===== config.mk =====
export PLATFORM = sky130hd
export DESIGN_NAME = cdb_age_arbiter
export DESIGN_NICKNAME = d
export VERILOG_FILES = /design/src/rtl/cdb_age_arbiter.sv
export SDC_FILE = /design/constraint.sdc
export NUM_CORES = 1
export LEC_CHECK = 0
export ABC_AREA = 1
export ABC_CLOCK_PERIOD_IN_PS = 5800
export CAP_MARGIN = 20
export CORE_ASPECT_RATIO = 1.75
export CORE_MARGIN = 5
export CORE_UTILIZATION = 35
export CTS_BUF_LIST = sky130_fd_sc_hd__clkbuf_4 sky130_fd_sc_hd__clkbuf_8 sky130_fd_sc_hd__clkbuf_16
export CTS_CLUSTER_DIAMETER = 200
export DETAILED_ROUTE_END_ITERATION = 6
export PLACE_DENSITY = 0.69
export SYNTH_ARGS = -nofsm -noshare
export SYNTH_HDL_FRONTEND = slang
export SYNTH_SLANG_ARGS = --single-unit
export TNS_END_PERCENT = 5

===== constraint.sdc =====
create_clock -name clk_i -period 5.8 [get_ports clk_i]
set_input_delay 1.16 -clock clk_i [delete_from_list [all_inputs] [get_ports clk_i]]
set_output_delay 1.16 -clock clk_i [all_outputs]
set_load 0.01 [all_outputs]

===== src/rtl/cdb_age_arbiter.sv =====
`default_nettype none
// ============================================================================
// cdb_age_arbiter
// Common-data-bus write-port arbiter: max-priority unit first, round-robin
// stations, saturating age counter bounds station wait, winner held until taken.
// Revision: 1.0
// ============================================================================
module cdb_age_arbiter #(
  parameter int N_REQ      = 7,
  parameter int STARVE_MAX = 4,
  parameter int SEL_W      = $clog2(N_REQ + 1)
) (
  input  logic             clk_i,
  input  logic             rst_n_i,
  input  logic             flush_i,
  input  logic             max_prio_valid_i,
  output logic             max_prio_ready_o,
  input  logic [N_REQ-1:0] valid_i,
  output logic [N_REQ-1:0] ready_o,
  input  logic             rob_ready_i,
  output logic             rob_valid_o,
  output logic             served_max_prio_o,
  output logic [SEL_W-1:0] served_o
);

  localparam int               c_PTR_W      = (N_REQ > 1) ? $clog2(N_REQ) : 1;
  localparam logic [3:0]       c_STARVE_MAX = 4'(STARVE_MAX);
  localparam logic [SEL_W-1:0] c_SEL_LAST   = SEL_W'(N_REQ);

  typedef enum logic [0:0] {
    ST_UNLOCKED = 1'b0,
    ST_LOCKED   = 1'b1
  } lock_state_t;

  lock_state_t        r_state, w_state_nxt;
  logic [c_PTR_W-1:0] r_rr_ptr, w_rr_ptr_nxt;
  logic [3:0]         r_starve_cnt, w_starve_cnt_nxt;
  logic [SEL_W-1:0]   r_lock_sel, w_lock_sel_nxt;

  logic               w_any_req;
  logic               w_valid;
  logic               w_xfer;
  logic               w_pick_max;
  logic               w_win_is_max;
  logic               w_lock_hold;
  logic [N_REQ-1:0]   w_rot;
  logic [N_REQ-1:0]   w_rot_1h;
  logic [N_REQ-1:0]   w_hold_vec;
  logic [c_PTR_W-1:0] w_enc [N_REQ+1];
  logic [c_PTR_W:0]   w_sum;
  logic [c_PTR_W-1:0] w_rr_station;
  logic [SEL_W-1:0]   w_rr_sel;
  logic [SEL_W-1:0]   w_open_sel;
  logic [SEL_W-1:0]   w_winner;

  assign w_any_req = |valid_i;
  assign w_valid   = (max_prio_valid_i | w_any_req) & ~flush_i;

  // Rotate requests so bit 0 is the station at rr_ptr, then take the lowest set bit.
  assign w_rot    = (valid_i >> r_rr_ptr)
                  | (valid_i << ((c_PTR_W+1)'(N_REQ) - {1'b0, r_rr_ptr}));
  assign w_rot_1h = w_rot & (~w_rot + N_REQ'(1));

  assign w_enc[0] = '0;
  for (genvar gi = 0; gi < N_REQ; gi++) begin : g_enc
    assign w_enc[gi+1] = w_enc[gi] | (w_rot_1h[gi] ? c_PTR_W'(gi) : '0);
  end

  assign w_sum        = {1'b0, r_rr_ptr} + {1'b0, w_enc[N_REQ]};
  assign w_rr_station = (w_sum >= (c_PTR_W+1)'(N_REQ))
                      ? c_PTR_W'(w_sum - (c_PTR_W+1)'(N_REQ))
                      : c_PTR_W'(w_sum);
  assign w_rr_sel     = SEL_W'(w_rr_station) + SEL_W'(1);

  assign w_pick_max   = max_prio_valid_i & ((r_starve_cnt < c_STARVE_MAX) | ~w_any_req);
  assign w_open_sel   = w_pick_max ? '0 : (w_any_req ? w_rr_sel : '0);
  assign w_winner     = (r_state == ST_LOCKED) ? r_lock_sel : w_open_sel;
  assign w_win_is_max = (w_winner == '0);

  // No transfer may complete while reset is asserted.
  assign w_xfer = w_valid & rob_ready_i & rst_n_i;

  assign rob_valid_o       = w_valid;
  assign served_o          = w_valid ? w_winner : '0;
  assign served_max_prio_o = w_valid & w_win_is_max;
  assign max_prio_ready_o  = w_xfer & w_win_is_max;

  for (genvar gi = 0; gi < N_REQ; gi++) begin : g_ready
    assign ready_o[gi]    = w_xfer & (w_winner == SEL_W'(gi + 1));
    assign w_hold_vec[gi] = valid_i[gi] & (r_lock_sel == SEL_W'(gi + 1));
  end

  assign w_lock_hold = (r_lock_sel == '0) ? max_prio_valid_i : |w_hold_vec;

  always_comb begin
    w_state_nxt      = r_state;
    w_lock_sel_nxt   = r_lock_sel;
    w_rr_ptr_nxt     = r_rr_ptr;
    w_starve_cnt_nxt = r_starve_cnt;

    case (r_state)
      ST_UNLOCKED: begin
        if (w_valid & ~rob_ready_i) begin
          w_state_nxt    = ST_LOCKED;
          w_lock_sel_nxt = w_winner;
        end
      end
      ST_LOCKED: begin
        if (w_xfer | flush_i) begin
          w_state_nxt = ST_UNLOCKED;
        end
      end
      default: w_state_nxt = ST_UNLOCKED;
    endcase

    if (w_xfer & ~w_win_is_max) begin
      w_rr_ptr_nxt = (w_winner == c_SEL_LAST) ? '0 : c_PTR_W'(w_winner);
    end

    if (~w_any_req) begin
      w_starve_cnt_nxt = '0;
    end else if (w_xfer) begin
      if (w_win_is_max) begin
        w_starve_cnt_nxt = (r_starve_cnt < c_STARVE_MAX) ? r_starve_cnt + 4'd1 : c_STARVE_MAX;
      end else begin
        w_starve_cnt_nxt = '0;
      end
    end

    if (flush_i) begin
      w_state_nxt      = ST_UNLOCKED;
      w_rr_ptr_nxt     = '0;
      w_starve_cnt_nxt = '0;
    end
  end

  always_ff @(posedge clk_i) begin
    if (!rst_n_i) begin
      r_state      <= ST_UNLOCKED;
      r_rr_ptr     <= '0;
      r_starve_cnt <= '0;
      r_lock_sel   <= '0;
    end else begin
      r_state      <= w_state_nxt;
      r_rr_ptr     <= w_rr_ptr_nxt;
      r_starve_cnt <= w_starve_cnt_nxt;
      r_lock_sel   <= w_lock_sel_nxt;
    end
  end

  // A locked requester must keep its valid asserted until it is accepted.
  property p_hold_while_locked;
    @(posedge clk_i) disable iff (!rst_n_i)
      (r_state == ST_LOCKED && !flush_i) |-> w_lock_hold;
  endproperty
  a_hold_while_locked: assert property (p_hold_while_locked);

endmodule
`default_nettype wire


==> run summary <==
The run finished with clean final reports. Area of placed instances: 0.001769 mm^2. For this run, the post-layout net count is 291.

For this block, the initial DRC count from the detailed router was 28. The logs give 230 for the number of nets in the synthesized netlist and 25 for the I/O pin count. The total area inside the core boundary comes to 0.003628 mm^2. The mapped netlist covers 0.001306 mm^2. Share of Yosys cell area claimed by the top area cell type: 17.53%.

Global routing used 15.37% of the available tracks. The maximum number of buffers from clock root to sink came out at 2. The max-cap check violation count was 0; the synthesized area divided by synthesized cell count was 6.191 um^2.

The number of max-slew violations in the final report is 0. The peak clock frequency supported by timing is 178.6 MHz. The number of failing setup endpoints in the final timing report was 0; the number of global-route vias before repair was 1550. The cell count after synthesis came out at 211. Setup slack on the critical path of the routed design comes to 0.2022 ns. The full die area is 0.005102 mm^2. After detailed routing, the total wire length is 3.881 mm. The run gives 4.64 ns as the required time at the endpoint of the critical path.

Among all stages on the critical path, the largest delay is contributed by fa_1. VDD sags by at most 0.0001385 V. The number of H-tree levels was 1.

For this run, the register share of the synthesized area comes to 16.86%. The tools report the remaining number of nets flagged by the antenna check after routing as 0. During placement, the flow inserted port buffers numbering 24. Worst hold path class: reg -> reg.

The largest net degree at the start of global routing came out at 15. After routing, the total negative slack on setup checks comes to 0 ns. The post-route netlist has 42.80% of its cells at a drive strength greater than 1. The chip width is 56.18 um, and the number of synthesized register bits is 11. Clock tree synthesis inserted a total of 3 buffers.

Yosys printed 0 warnings. The worst-margin pin slew is 0.5751 ns. The run gives 0 as the initial antenna violation count. The ratio of total power to cell area works out to 136.4 mW/mm^2. For this run, design rule violations remaining after detail routing come to 0. By instance count, the cell type seen most on the critical path is nand2_1. The vertical extent of the die works out to 90.82 um.

STA classifies the critical path startpoint as an input pin. The leakage power was 1.039 nW; the final design area excluding fillers was 0.001994 mm^2. The run gives 33 as the count of unique library cells instantiated by Yosys. At the placement stage, the worst setup path has a slack of -0.5972 ns.

STA classifies the critical path endpoint as an output pin. Sorting the synthesized cells by area gives the leading types as nand2_1 (18%), dfxtp_1 (17%), nand3_1 (6.1%). The setup path with the least slack is of type in -> out.

The area growth from synthesis to layout is 52.68%. The top fanout value on the critical path is 4. The final antenna diode count was 0; the final worst clock skew was 0.0008413 ns. The first TritonRoute pass finished after 4 iterations. The logs give 13.61% for the global routing usage on met1 and 61.61% for the worst slew slack as a fraction of its limit. Number of cell rows: 29. The first global-routing pass estimated 6.417 mm of wire. The maximum cell stage delay along the critical path is 0.53 ns, and the arrival time of the worst setup path is 4.44 ns. The run gives 1532 as the total via count in the routed design. At the end of the flow the core is filled with cells to 54.97%. The clock reaches the later pin of the worst-skew pair after 0.24 ns. Clock-pin slew was measured on the worst setup and hold paths at 0.05 ns. The time the worst path needs with I/O delays and setup works out to 5.598 ns. The synthesized design spends more area on one cell type than any other, namely nand2_1.

Dividing the final minimum period by the clock period gives 96.51%. For this configuration, the core starts out at a cell density of 36.00%. TritonCTS built the clock tree.

The layer flagged by global routing as most heavily used is met2. Global route total overflow: 0. Number of clock sinks: 11. The logs give 304 for the cell count after placement and 30.57% for the met2 layer usage reported by global route. The run gives 0 as the number of hold-slack violations in the final timing report. Fill cells in the final layout number 365.

After detailed routing, the number of vias per cell comes to 4.833. The weighted congestion at the end of routability-driven global placement is 0.8225. The tools report the final instance count without filler cells as 317. Dividing the detail-routed wire length by the instance count gives 12.24 um.

Across the whole layout, storage elements account for 220.2 um^2. Clock tree synthesis selected as its root buffer the cell clkbuf_8. In the final layout, the multi-input gates occupy 0.001080 mm^2.

Hold repair after CTS inserted 0 buffers. The HPWL after detailed placement is 2.914 mm. The global routing usage on met3 came out at 2.575%.
[through the flow]
stage | hold WS (ns) | power [mW]
4_1_cts | 0.4470 | 0.2622
5_1_grt | 0.4618 | 0.2871
6_report | 0.4568 | 0.2721
3_5_place_dp | 0.4378 | 0.1714
3_3_place_gp | 0.4382 | 0.1706
2_1_floorplan | 0.4285 | 0.1295
[power breakdown]
group / switching (mW) / total (mW) / internal, mW
registers: 0.00172 / 0.0794 / 0.0776
logic: 0.0576 / 0.109 / 0.0516
clock network: 0.0304 / 0.0835 / 0.0531
total: 0.0897 / 0.272 / 0.182
[cell type report]
cell class	count	area share (%)
clock buffers	4	2.447
inverters	34	6.901
multi-input cells	164	54.14
flip-flops and latches	11	11.04
well taps	46	2.886
repair buffers	58	22.58
[Yosys cell counts]
| library cell | instances |
|---|---|
| nor2_1 | 18 |
| inv_2 | 11 |
| a21boi_2 | 1 |
| o21ai_2 | 4 |
| o211ai_1 | 1 |
| nor2_2 | 2 |
| nand3_1 | 16 |
| o21bai_2 | 1 |
| buf_6 | 2 |
| dfxtp_1 | 11 |
| nand2_2 | 11 |
| o21ai_1 | 4 |
| inv_1 | 21 |
| ha_1 | 6 |
| nand2_4 | 1 |
| nand2_1 | 61 |
| a21boi_1 | 1 |
| nand3b_4 | 1 |
| a21oi_2 | 2 |
| o31ai_4 | 1 |
| nor2_4 | 2 |
| o31ai_1 | 1 |
| fa_1 | 1 |
| a31oi_1 | 1 |
| clkinv_2 | 1 |
| nor3_1 | 3 |
| o21ai_0 | 6 |
| nand4_1 | 3 |
| nor2_8 | 1 |
| inv_4 | 1 |
| a21oi_1 | 10 |
| or2_1 | 1 |
| nand3_2 | 4 |
[registers in the layout (all words and copies together), names as in the netlist]
register and count:
r_state 1, r_rr_ptr 3, r_lock_sel 3, r_starve_cnt 4
[per-layer routing]
metal,share of wire [%],vias to the layer above
met5,0,-
met3,3.5,11
li1,-,794
met4,3.3,0
met1,36,691
met2,57,36
[final timing paths]
check                           slack [ns]  depth (start not counted)              end       startpoint
worst max-delay path                  0.20                         25       ready_o[6]       valid_i[1]
worst min-delay path                  0.46                          2  r_starve_cnt[3]  r_starve_cnt[3]
worst max register to register        1.44                         29      r_rr_ptr[2]      r_rr_ptr[0]
worst min register to register        0.46                          2  r_starve_cnt[3]  r_starve_cnt[3]
[cell families (layout without fill, tap and decap cells)]
| logic type | after synthesis | count (layout) | share of synthesized area [%] |
|---|---|---|---|
| flip-flops | 11 | 11 | 16.86 |
| adder cells (fa/ha/maj) | 7 | 7 | 7.280 |
| AND/OR/NAND/NOR | 124 | 124 | 46.84 |
| AO/OA/AOI/OAI | 33 | 33 | 17.24 |
| buffers and inverters | 36 | 96 | 11.78 |
[placed cells by master, fill, tap and decap left out, drive strengths merged, types with 3 or more instances in the layout]
cell,n
nand4,3
ha,6
a21oi,12
nor2,23
inv,33
nand3,20
buf,43
o21ai,14
clkbuf,7
dfxtp,11
dlymetal6s2s,5
clkdlybuf4s50,5
nor3,3
nand2,73
[worst max-delay path: cells and delay by family]
| kind | cells | cell delay (ns) |
|---|---|---|
| AOI/OAI and AO/OA | 4 | 0.53 |
| buffers and inverters | 4 | 0.49 |
| adders and majority gates | 4 | 1.17 |
| and+or+nand+nor | 13 | 1.08 |
[what timing repair did]
action	in CTS	in global routing
endpoints found under the setup margin	12	12
buffers inserted	3	6
pin swaps	9	16
resized for setup	62	31
(Power assumes the default switching activity.)
